[src/rtl/uart_regs_pkg.sv]
// Shared register map, bit positions and reset constants for the UART APB
// register block and its helpers.
package uart_regs_pkg;

  localparam int unsigned ADDR_DATA   = 32'h00;
  localparam int unsigned ADDR_STATUS = 32'h04;
  localparam int unsigned ADDR_DIV    = 32'h08;
  localparam int unsigned ADDR_IRQ_EN = 32'h0C;

  localparam int STAT_RXNE      = 0;
  localparam int STAT_TXFULL    = 1;
  localparam int STAT_TXEMPTY   = 2;
  localparam int STAT_LEVEL_LSB = 4;
  localparam int STAT_LEVEL_W   = 3;
  localparam int STAT_TXOVF     = 8;

  localparam int IRQ_RXNE    = 0;
  localparam int IRQ_TXEMPTY = 1;
  localparam int IRQ_TXOVF   = 2;

  localparam int unsigned DIV_INT_RST_DEFAULT  = 108;
  localparam int unsigned DIV_FRAC_RST_DEFAULT = 8;

  typedef enum logic [2:0] {
    SEL_DATA,
    SEL_STATUS,
    SEL_DIV,
    SEL_IRQ_EN,
    SEL_NONE
  } reg_sel_e;

  // Misaligned or out-of-range byte addresses fall through to SEL_NONE.
  function automatic reg_sel_e decode_addr(input logic [31:0] addr);
    reg_sel_e sel;
    case (addr)
      ADDR_DATA:   sel = SEL_DATA;
      ADDR_STATUS: sel = SEL_STATUS;
      ADDR_DIV:    sel = SEL_DIV;
      ADDR_IRQ_EN: sel = SEL_IRQ_EN;
      default:     sel = SEL_NONE;
    endcase
    return sel;
  endfunction

endpackage

[src/rtl/uart_tx_credit.sv]
// Tracks how many bytes sit in the core TX FIFO: counts accepted pushes up and
// completed frames (rising edge of tx_done) down, saturating at 0 and DEPTH.
module uart_tx_credit #(
  parameter int DEPTH = 5,
  parameter int LVL_W = $clog2(DEPTH + 1)
) (
  input  logic             clk,
  input  logic             rst_n,
  input  logic             push,
  input  logic             tx_done,
  output logic [LVL_W-1:0] level,
  output logic             full,
  output logic             empty
);

  logic done_q;
  logic inc;
  logic dec;

  assign full  = (level == LVL_W'(DEPTH));
  assign empty = (level == '0);

  // A frame completion seen while already empty is spurious and dropped.
  assign inc = push & ~full;
  assign dec = tx_done & ~done_q & ~empty;

  always_ff @(posedge clk or negedge rst_n) begin
    if (!rst_n) begin
      done_q <= 1'b0;
      level  <= '0;
    end else begin
      done_q <= tx_done;
      case ({inc, dec})
        2'b10:   level <= level + 1'b1;
        2'b01:   level <= level - 1'b1;
        default: level <= level;
      endcase
    end
  end

endmodule

[src/rtl/uart_apb_regs.sv]
// APB3 register front end for uart_core: divisor, TX push with credit
// tracking, RX pop, sticky TX overflow and a maskable interrupt.
module uart_apb_regs
  import uart_regs_pkg::*;
#(
  parameter int          ADDR_W       = 5,
  parameter int          TX_DEPTH     = 5,
  parameter int unsigned DIV_INT_RST  = DIV_INT_RST_DEFAULT,
  parameter int unsigned DIV_FRAC_RST = DIV_FRAC_RST_DEFAULT
) (
  input  logic              clk,
  input  logic              rst_n,
  input  logic              psel,
  input  logic              penable,
  input  logic              pwrite,
  input  logic [ADDR_W-1:0] paddr,
  input  logic [31:0]       pwdata,
  output logic [31:0]       prdata,
  output logic              pready,
  output logic              pslverr,
  output logic [9:0]        div_int,
  output logic [3:0]        div_frac,
  output logic [7:0]        tx_byte,
  output logic              tx_valid,
  input  logic              tx_done,
  input  logic [7:0]        rx_byte,
  input  logic              rx_irq,
  output logic              rxfifo_ren_ext,
  output logic              irq
);

  localparam int LVL_W = $clog2(TX_DEPTH + 1);

  reg_sel_e         sel;
  logic             acc;
  logic             wr;
  logic             rd;
  logic             data_wr;
  logic             push;
  logic             ovf_set;
  logic             txovf;
  logic [2:0]       irq_en;
  logic [LVL_W-1:0] tx_level;
  logic             tx_full;
  logic             tx_empty;
  logic [31:0]      status;
  logic             unused_pwdata;

  assign sel     = decode_addr(32'(paddr));
  assign acc     = psel & penable;
  assign wr      = acc & pwrite;
  assign rd      = acc & ~pwrite;
  assign data_wr = wr & (sel == SEL_DATA);
  assign push    = data_wr & ~tx_full;
  assign ovf_set = data_wr & tx_full;

  assign pready         = 1'b1;
  assign pslverr        = acc & (sel == SEL_NONE);
  assign rxfifo_ren_ext = rd & (sel == SEL_DATA) & rx_irq;
  assign unused_pwdata  = ^{pwdata[31:20], pwdata[15:10]};

  uart_tx_credit #(
    .DEPTH (TX_DEPTH),
    .LVL_W (LVL_W)
  ) u_tx_credit (
    .clk     (clk),
    .rst_n   (rst_n),
    .push    (push),
    .tx_done (tx_done),
    .level   (tx_level),
    .full    (tx_full),
    .empty   (tx_empty)
  );

  always_comb begin
    status                                       = '0;
    status[STAT_RXNE]                            = rx_irq;
    status[STAT_TXFULL]                          = tx_full;
    status[STAT_TXEMPTY]                         = tx_empty;
    status[STAT_LEVEL_LSB +: STAT_LEVEL_W]       = STAT_LEVEL_W'(tx_level);
    status[STAT_TXOVF]                           = txovf;
  end

  // Read data only drives during a read access phase; unmapped reads return 0.
  always_comb begin
    prdata = '0;
    if (rd) begin
      case (sel)
        SEL_DATA:   prdata[7:0] = rx_irq ? rx_byte : 8'h00;
        SEL_STATUS: prdata = status;
        SEL_DIV: begin
          prdata[9:0]   = div_int;
          prdata[19:16] = div_frac;
        end
        SEL_IRQ_EN: prdata[2:0] = irq_en;
        default:    prdata = '0;
      endcase
    end
  end

  always_ff @(posedge clk or negedge rst_n) begin
    if (!rst_n) begin
      tx_byte  <= '0;
      tx_valid <= 1'b0;
    end else begin
      tx_valid <= push;
      if (push) tx_byte <= pwdata[7:0];
    end
  end

  // A zero integer divisor would stall the baud generator, so it loads as 1.
  always_ff @(posedge clk or negedge rst_n) begin
    if (!rst_n) begin
      div_int  <= 10'(DIV_INT_RST);
      div_frac <= 4'(DIV_FRAC_RST);
      irq_en   <= '0;
    end else if (wr) begin
      if (sel == SEL_DIV) begin
        div_int  <= (pwdata[9:0] == 10'd0) ? 10'd1 : pwdata[9:0];
        div_frac <= pwdata[19:16];
      end
      if (sel == SEL_IRQ_EN) irq_en <= pwdata[2:0];
    end
  end

  // Overflow set takes priority over a same-cycle write-1 clear.
  always_ff @(posedge clk or negedge rst_n) begin
    if (!rst_n) begin
      txovf <= 1'b0;
      irq   <= 1'b0;
    end else begin
      if (ovf_set)
        txovf <= 1'b1;
      else if (wr && sel == SEL_STATUS && pwdata[STAT_TXOVF])
        txovf <= 1'b0;
      irq <= (irq_en[IRQ_RXNE] & rx_irq) |
             (irq_en[IRQ_TXEMPTY] & tx_empty) |
             (irq_en[IRQ_TXOVF] & txovf);
    end
  end

endmodule

[config.mk]
export PLATFORM = sky130hd
export DESIGN_NAME = uart_apb_regs
export DESIGN_NICKNAME = d
export VERILOG_FILES = /design/src/rtl/uart_regs_pkg.sv /design/src/rtl/uart_tx_credit.sv /design/src/rtl/uart_apb_regs.sv
export SDC_FILE = /design/constraint.sdc
export NUM_CORES = 1
export LEC_CHECK = 0
export ABC_AREA = 0
export BUFFER_PORTS_ARGS = -buffer_cell sky130_fd_sc_hd__buf_2
export CAP_MARGIN = 20
export CORE_MARGIN = 2
export CORE_UTILIZATION = 30
export DETAILED_ROUTE_END_ITERATION = 8
export GPL_ROUTABILITY_DRIVEN = 1
export PLACE_DENSITY_LB_ADDON = 0.05
export SETUP_SLACK_MARGIN = 0.3
export SKIP_LAST_GASP = 1
export SYNTH_ARGS = -nofsm -noshare
export SYNTH_HDL_FRONTEND = slang
export SYNTH_SLANG_ARGS = --single-unit
[constraint.sdc]
create_clock -name clk -period 2 [get_ports clk]
set_input_delay 0.1 -clock clk [delete_from_list [all_inputs] [get_ports clk]]
set_output_delay 0.1 -clock clk [all_outputs]
set_load 0.05 [all_outputs]
Yosys cells after proc, flatten, opt, wreduce, memory -nomap -nowiden
Index checks and enable logic that the tools add are counted.

word-level totals
  bits of input ports = 52
  logic and storage cells = 63
  output and inout port bits = 59
  bits in registers = 32

operators by class
  multiplexer cells = 11
  bitwise operators = 21
  equal/unequal tests = 10
  add/subtract/negate cells = 2
  reductions and logical operators = 10

operator list
  operator               number
  $pmux W3 S4            2
  $mux W20               1
  $and A1 B1 Y1          15
  $pmux W5 S3            1
  $eq A5 B4 Y1 const B   2
  $logic_not A10 Y1      1
  $mux W10               1
  $mux W8                1
  $eq A3 B2 Y1 const B   2
  $eq A3 B3 Y1 const B   2
  $logic_not A3 Y1       2
  $pmux W3 S2            1
  $eq A5 B3 Y1 const B   1
  $logic_not A5 Y1       1
  $mux W4                1
  $not A1 Y1             4
  $pmux W2 S2            1
  $reduce_and A2 Y1      2
  $reduce_bool A2 Y1     2
  $add A3 B1 Y3 const B  1
  $eq A3 B1 Y1 const B   1
  $sub A3 B1 Y3 const B  1
  $eq A2 B1 Y1 const B   1
  $eq A2 B2 Y1 const B   1
  other kinds (3)        6

Depth between registers and ports, before layout
  depth after elaboration = 8
  depth in mapped cells = 8
  mapped depth without buffers = 8

Modules after synthesis
Synthesis repeated with hierarchy kept, for this count alone.

second synthesis, totals
  cell total of the unflattened synthesis = 166
  area total of the unflattened synthesis = 1894.3 sq um

modules (own cells, without submodules)
  module          sequential area each (sq um)  area an instance (sq um)  times used  cells each
  uart_apb_regs   706.9                         1685.4                    1           147
  uart_tx_credit  100.1                         209.0                     1           19

Worst setup path before layout
Ideal clock, no wire load.

  path kind = in2out
  from = input port paddr[4]
  to = output port prdata[3]
  data arrival time = 2.089 ns
  cell stages on the path = 4
  buffers on the path = 1
  data required time = 1.900 ns
  path slack = -0.189 ns
  path through = or3_1 -> or2_1 -> clkbuf_1 -> a221oi_1

on the way
  cells in the longest elaborated chain, start to end = 5

RTL lines
  what                                  line                 text
  from (decl)                           uart_apb_regs.sv:16  input logic [ADDR_W-1:0] paddr,
  $eq A5 B4 Y1 (tied with other cells)  uart_regs_pkg.sv:35  case (addr)
  $pmux W3 S4 *                         uart_regs_pkg.sv:35
  $eq A3 B2 Y1 (tied with other cells)  uart_apb_regs.sv:88  case (sel)
  $pmux W5 S3 *                         uart_apb_regs.sv:88
  $mux W20 *                            uart_apb_regs.sv:87  if (rd) begin
  to (decl)                             uart_apb_regs.sv:18  output logic [31:0] prdata,

Mark *: on every way between the ends. The rest lies on a longest branch, timed or not.

Worst setup path in the final report
  from = register u_tx_credit.level[1]
  to = register u_tx_credit.level[2]

on the way
  cells in the longest elaborated chain, start to end = 6

RTL lines
  what                                                      line                                       text
  from (decl)                                               uart_tx_credit.sv:11                       output logic [LVL_W-1:0] level,
  from (signal assigned)                                    uart_tx_credit.sv:34                       2'b10: level <= level + 1'b1;
  from (signal assigned)                                    uart_tx_credit.sv:35                       2'b01: level <= level - 1'b1;
  from (signal assigned)                                    uart_tx_credit.sv:36                       default: level <= level;
  $eq A3 B3 Y1                                              uart_tx_credit.sv:20                       assign full = (level == LVL_W'(DEPTH));
  $not A1 Y1                                                uart_tx_credit.sv:24, uart_apb_regs.sv:54
  $and A1 B1 Y1                                             uart_apb_regs.sv:54                        assign push = data_wr & ~tx_full;
  $and A1 B1 Y1                                             uart_tx_credit.sv:24                       assign inc = push & ~full;
  $eq A2 B1 Y1 / $eq A2 B2 Y1 (equally long branches)       uart_tx_credit.sv:33                       case ({inc, dec})
  $pmux W3 S2 / $reduce_bool A2 Y1 (equally long branches)  --

Parallel ways exist; a longest one is shown, timed or not.
A chain may end at the register's enable or synchronous reset.

==> metrics <==
status=completed; die footprint=~7000 sq um; min-delay worst type=in2reg; final hold vios=0; placed cells=about 310; #FFs+latches synth=32; grt peak-use layer=met2; peak supply drop=0.000448 V; FF-to-FF Start=u_tx_credit.level[1]; post-layout util=41.5%; initial DRC count=46; Synth cell types=43; total power=2.07 mW; Final ANT Viol Nets=0; Die W=~83 um; clk sinks=32; post-synthesis sequential area ratio=43.5%; P&R area growth vs syn=33.4%; number of global-route vias before repair=1408; Leak=approximately 1.3 nW; DRT Wirelength=about 4800 um; Initial Utilization=31.1%; Max Buffers Root-to-Sink=2; Mapped Cells=166; IO Pins=111; Yosys top cell by area=dfrtp_1; RSZ-0062 raised after global routing=yes; Critical Path Source=u_tx_credit.level[1]; crit start category=flip-flop; Root Driver=clkbuf_8; Critical Path RT=2.22 ns; r2r setup slk=~0.19 ns; pwr dens=838 nW/um^2; Num CTS Buffers=5; Layout Cells excl Fill=325; number of synthesized flops with an enable pin=0; Slew HR=between 50% and 60%; post-synthesis adder-cell area fraction=under 10%; post-synthesis mux area share=18.0%; grt total ovfl=0; most frequent cells after synthesis=dfrtp_1 (27), buf_4 (20), mux2_2 (15), nand2_1 (10), mux2_4 (9); Vias per Instance=4.54; layout cells sized above 1=roughly 53%; Rows=28; DR WL/cell=approximately 15 um; top-area cell type share of the netlist area=36.4%; GR Util met3=between 4 and 5%; Max Cap Viol=0; WP data arrival=2.03 ns; pin count of the biggest net entering global routing=33; fin crit share=about nine tenths; nets=303; gpl congestion=0.754; nature of the critical path endpoint=flip-flop; initial antenna violation count=0; hold_sp=pwdata[16]; Synth Cell Area=1850 sq um; DP HPWL=about 3600 um; Setup WS post-layout=between 0.15 and 0.2 ns; Tmin final=1.81 ns; DRT Pass-1 Iters=4; WS Path Type=reg2reg; Vias=1477; M1 GR Usage=19.1%; ant diodes=0; DP Worst Slack=0.147 ns; Worst-Margin Slew=0.745 ns; register clock-pin slew on the reported worst setup and hold paths=0.07 ns; largest family of logic cells by synthesized area=multiplexers; Crit Path Max Fanout=3; Syn Area/Cell=about 11 sq um; # H-tree levels=2; Die H=82.6 um; Max Slew Vio Count=0; maximum clock rate=552 MHz; PortBufs=73; Core ar.=5960 sq um; Post-synth top flop=dfrtp_1; Ys Warns=0; total track usage=14.7%; simple-gate share of the synthesized area=around 16%; ys async rst share=100%; met2 usage=22.4%; xor and xnor fraction of the mapped netlist area=1.42%; Clk Latency, worst-skew pair=around 0.29 ns; Synth Area in Compound Gates=under 10%; DRC viols=0; Fill cells=614; CTS tree=yes; Clock Skew=0.00620 ns; first-pass GRT wire length=7250 um; cell with the most instances after synthesis=dfrtp_1; top cells by area, synth=dfrtp_1 (36%), mux2_2 (9.1%), buf_4 (8.1%), mux2_4 (7.3%), dfstp_2 (7.1%); Final setup violation count=0
-- path summary, 6_finish.rpt --
check	end	depth (start not counted)
max	u_tx_credit.level[2]	8
min	div_frac[0]	2
max reg2reg	u_tx_credit.level[2]	8
min reg2reg	tx_byte[4]	1
max in group asynchronous	u_tx_credit.level[0]	2
min in group asynchronous	div_int[4]	2
-- layout by cell type, fill, tap and decap left out, types with 2 or more instances in the layout --
| cell type | synthesis | layout |
|---|---|---|
| a21o_1 | 3 | 3 |
| a21oi_1 | 3 | 3 |
| a221oi_1 | 4 | 2 |
| a221oi_2 | 0 | 2 |
| and2_1 | 5 | 5 |
| and3_1 | 3 | 3 |
| buf_2 | 0 | 70 |
| buf_4 | 20 | 10 |
| clkbuf_8 | 0 | 5 |
| conb_1 | 2 | 19 |
| dfrtp_1 | 27 | 26 |
| dfstp_2 | 5 | 5 |
| dlygate4sd3_1 | 0 | 2 |
| inv_1 | 7 | 6 |
| mux2_2 | 15 | 15 |
| mux2_4 | 9 | 9 |
| mux2i_1 | 3 | 3 |
| nand2_1 | 10 | 10 |
| nand3_1 | 4 | 4 |
| nand3b_1 | 5 | 5 |
| nor2_1 | 4 | 4 |
| nor2b_1 | 3 | 3 |
| nor3_1 | 6 | 4 |
| nor3_2 | 0 | 2 |
| xor2_1 | 2 | 2 |
-- sequential cells by signal, indices dropped and copies added (netlist names) --
signal	cells
div_int	10
tx_byte	8
div_frac	4
irq_en	3
u_tx_credit.level	3
irq	1
tx_valid	1
txovf	1
u_tx_credit.done_q	1
-- repair_timing --
action	4_1_cts	5_1_grt
endpoints found under the hold margin	28	0
setup buffers	1	1
resized for setup	5	4
pin swaps	2	4
endpoints found under the setup margin	5	13
hold buffers	2	0
-- metrics by stage --
stage | TNS, ns | hold slack (ns) | instance area, sq um
floorplan | -0.255 | -0.196 | 1960
global placement | 0 | 0.222 | 2300
detailed placement | 0 | 0.218 | 2300
CTS | 0 | 0.0289 | 2450
global route | 0 | 0.0333 | 2470
finish | 0 | 0.0387 | 2470
-- metal layers --
metal  share of wire [%]  wire [um]
met5                   0          0
met3                 6.9        330
met2                  48       2290
met4                 1.6         76
met1                  44       2090
-- power by group --
part	switching, mW	internal, mW
clock network	0.260	0.368
logic	0.417	0.219
registers	0.0716	0.737
total	0.749	1.32
-- critical path, stage by stage (launching register included) --
cell	delay, ns
dfrtp_1	0.40
nand3b_1	0.26
nand3_4	0.16
ha_4	0.14
inv_2	0.03
fa_2	0.33
xor2_1	0.14
nor2_1	0.13
xor2_1	0.15
-- layout make-up --
type / instances / area, sq um / share of cell area [%]
flip-flops and latches: 32 / 808 / 32.7
well taps: 75 / 93.8 / 3.79
inverters: 7 / 26.3 / 1.06
multi-input cells: 119 / 957 / 38.7
clock inverters: 3 / 42.5 / 1.72
repair buffers: 84 / 477 / 19.3
clock buffers: 5 / 68.8 / 2.78
-- cells by family after synthesis --
group                      Yosys count
and+or+nand+nor                     50
DFF                                 32
buffers and inverters               32
muxes                               27
AOI/OAI and AO/OA                   18
xor gates and xnor gates             3
adders and majority gates            2
other                                2
(Power assumes the default switching activity.)
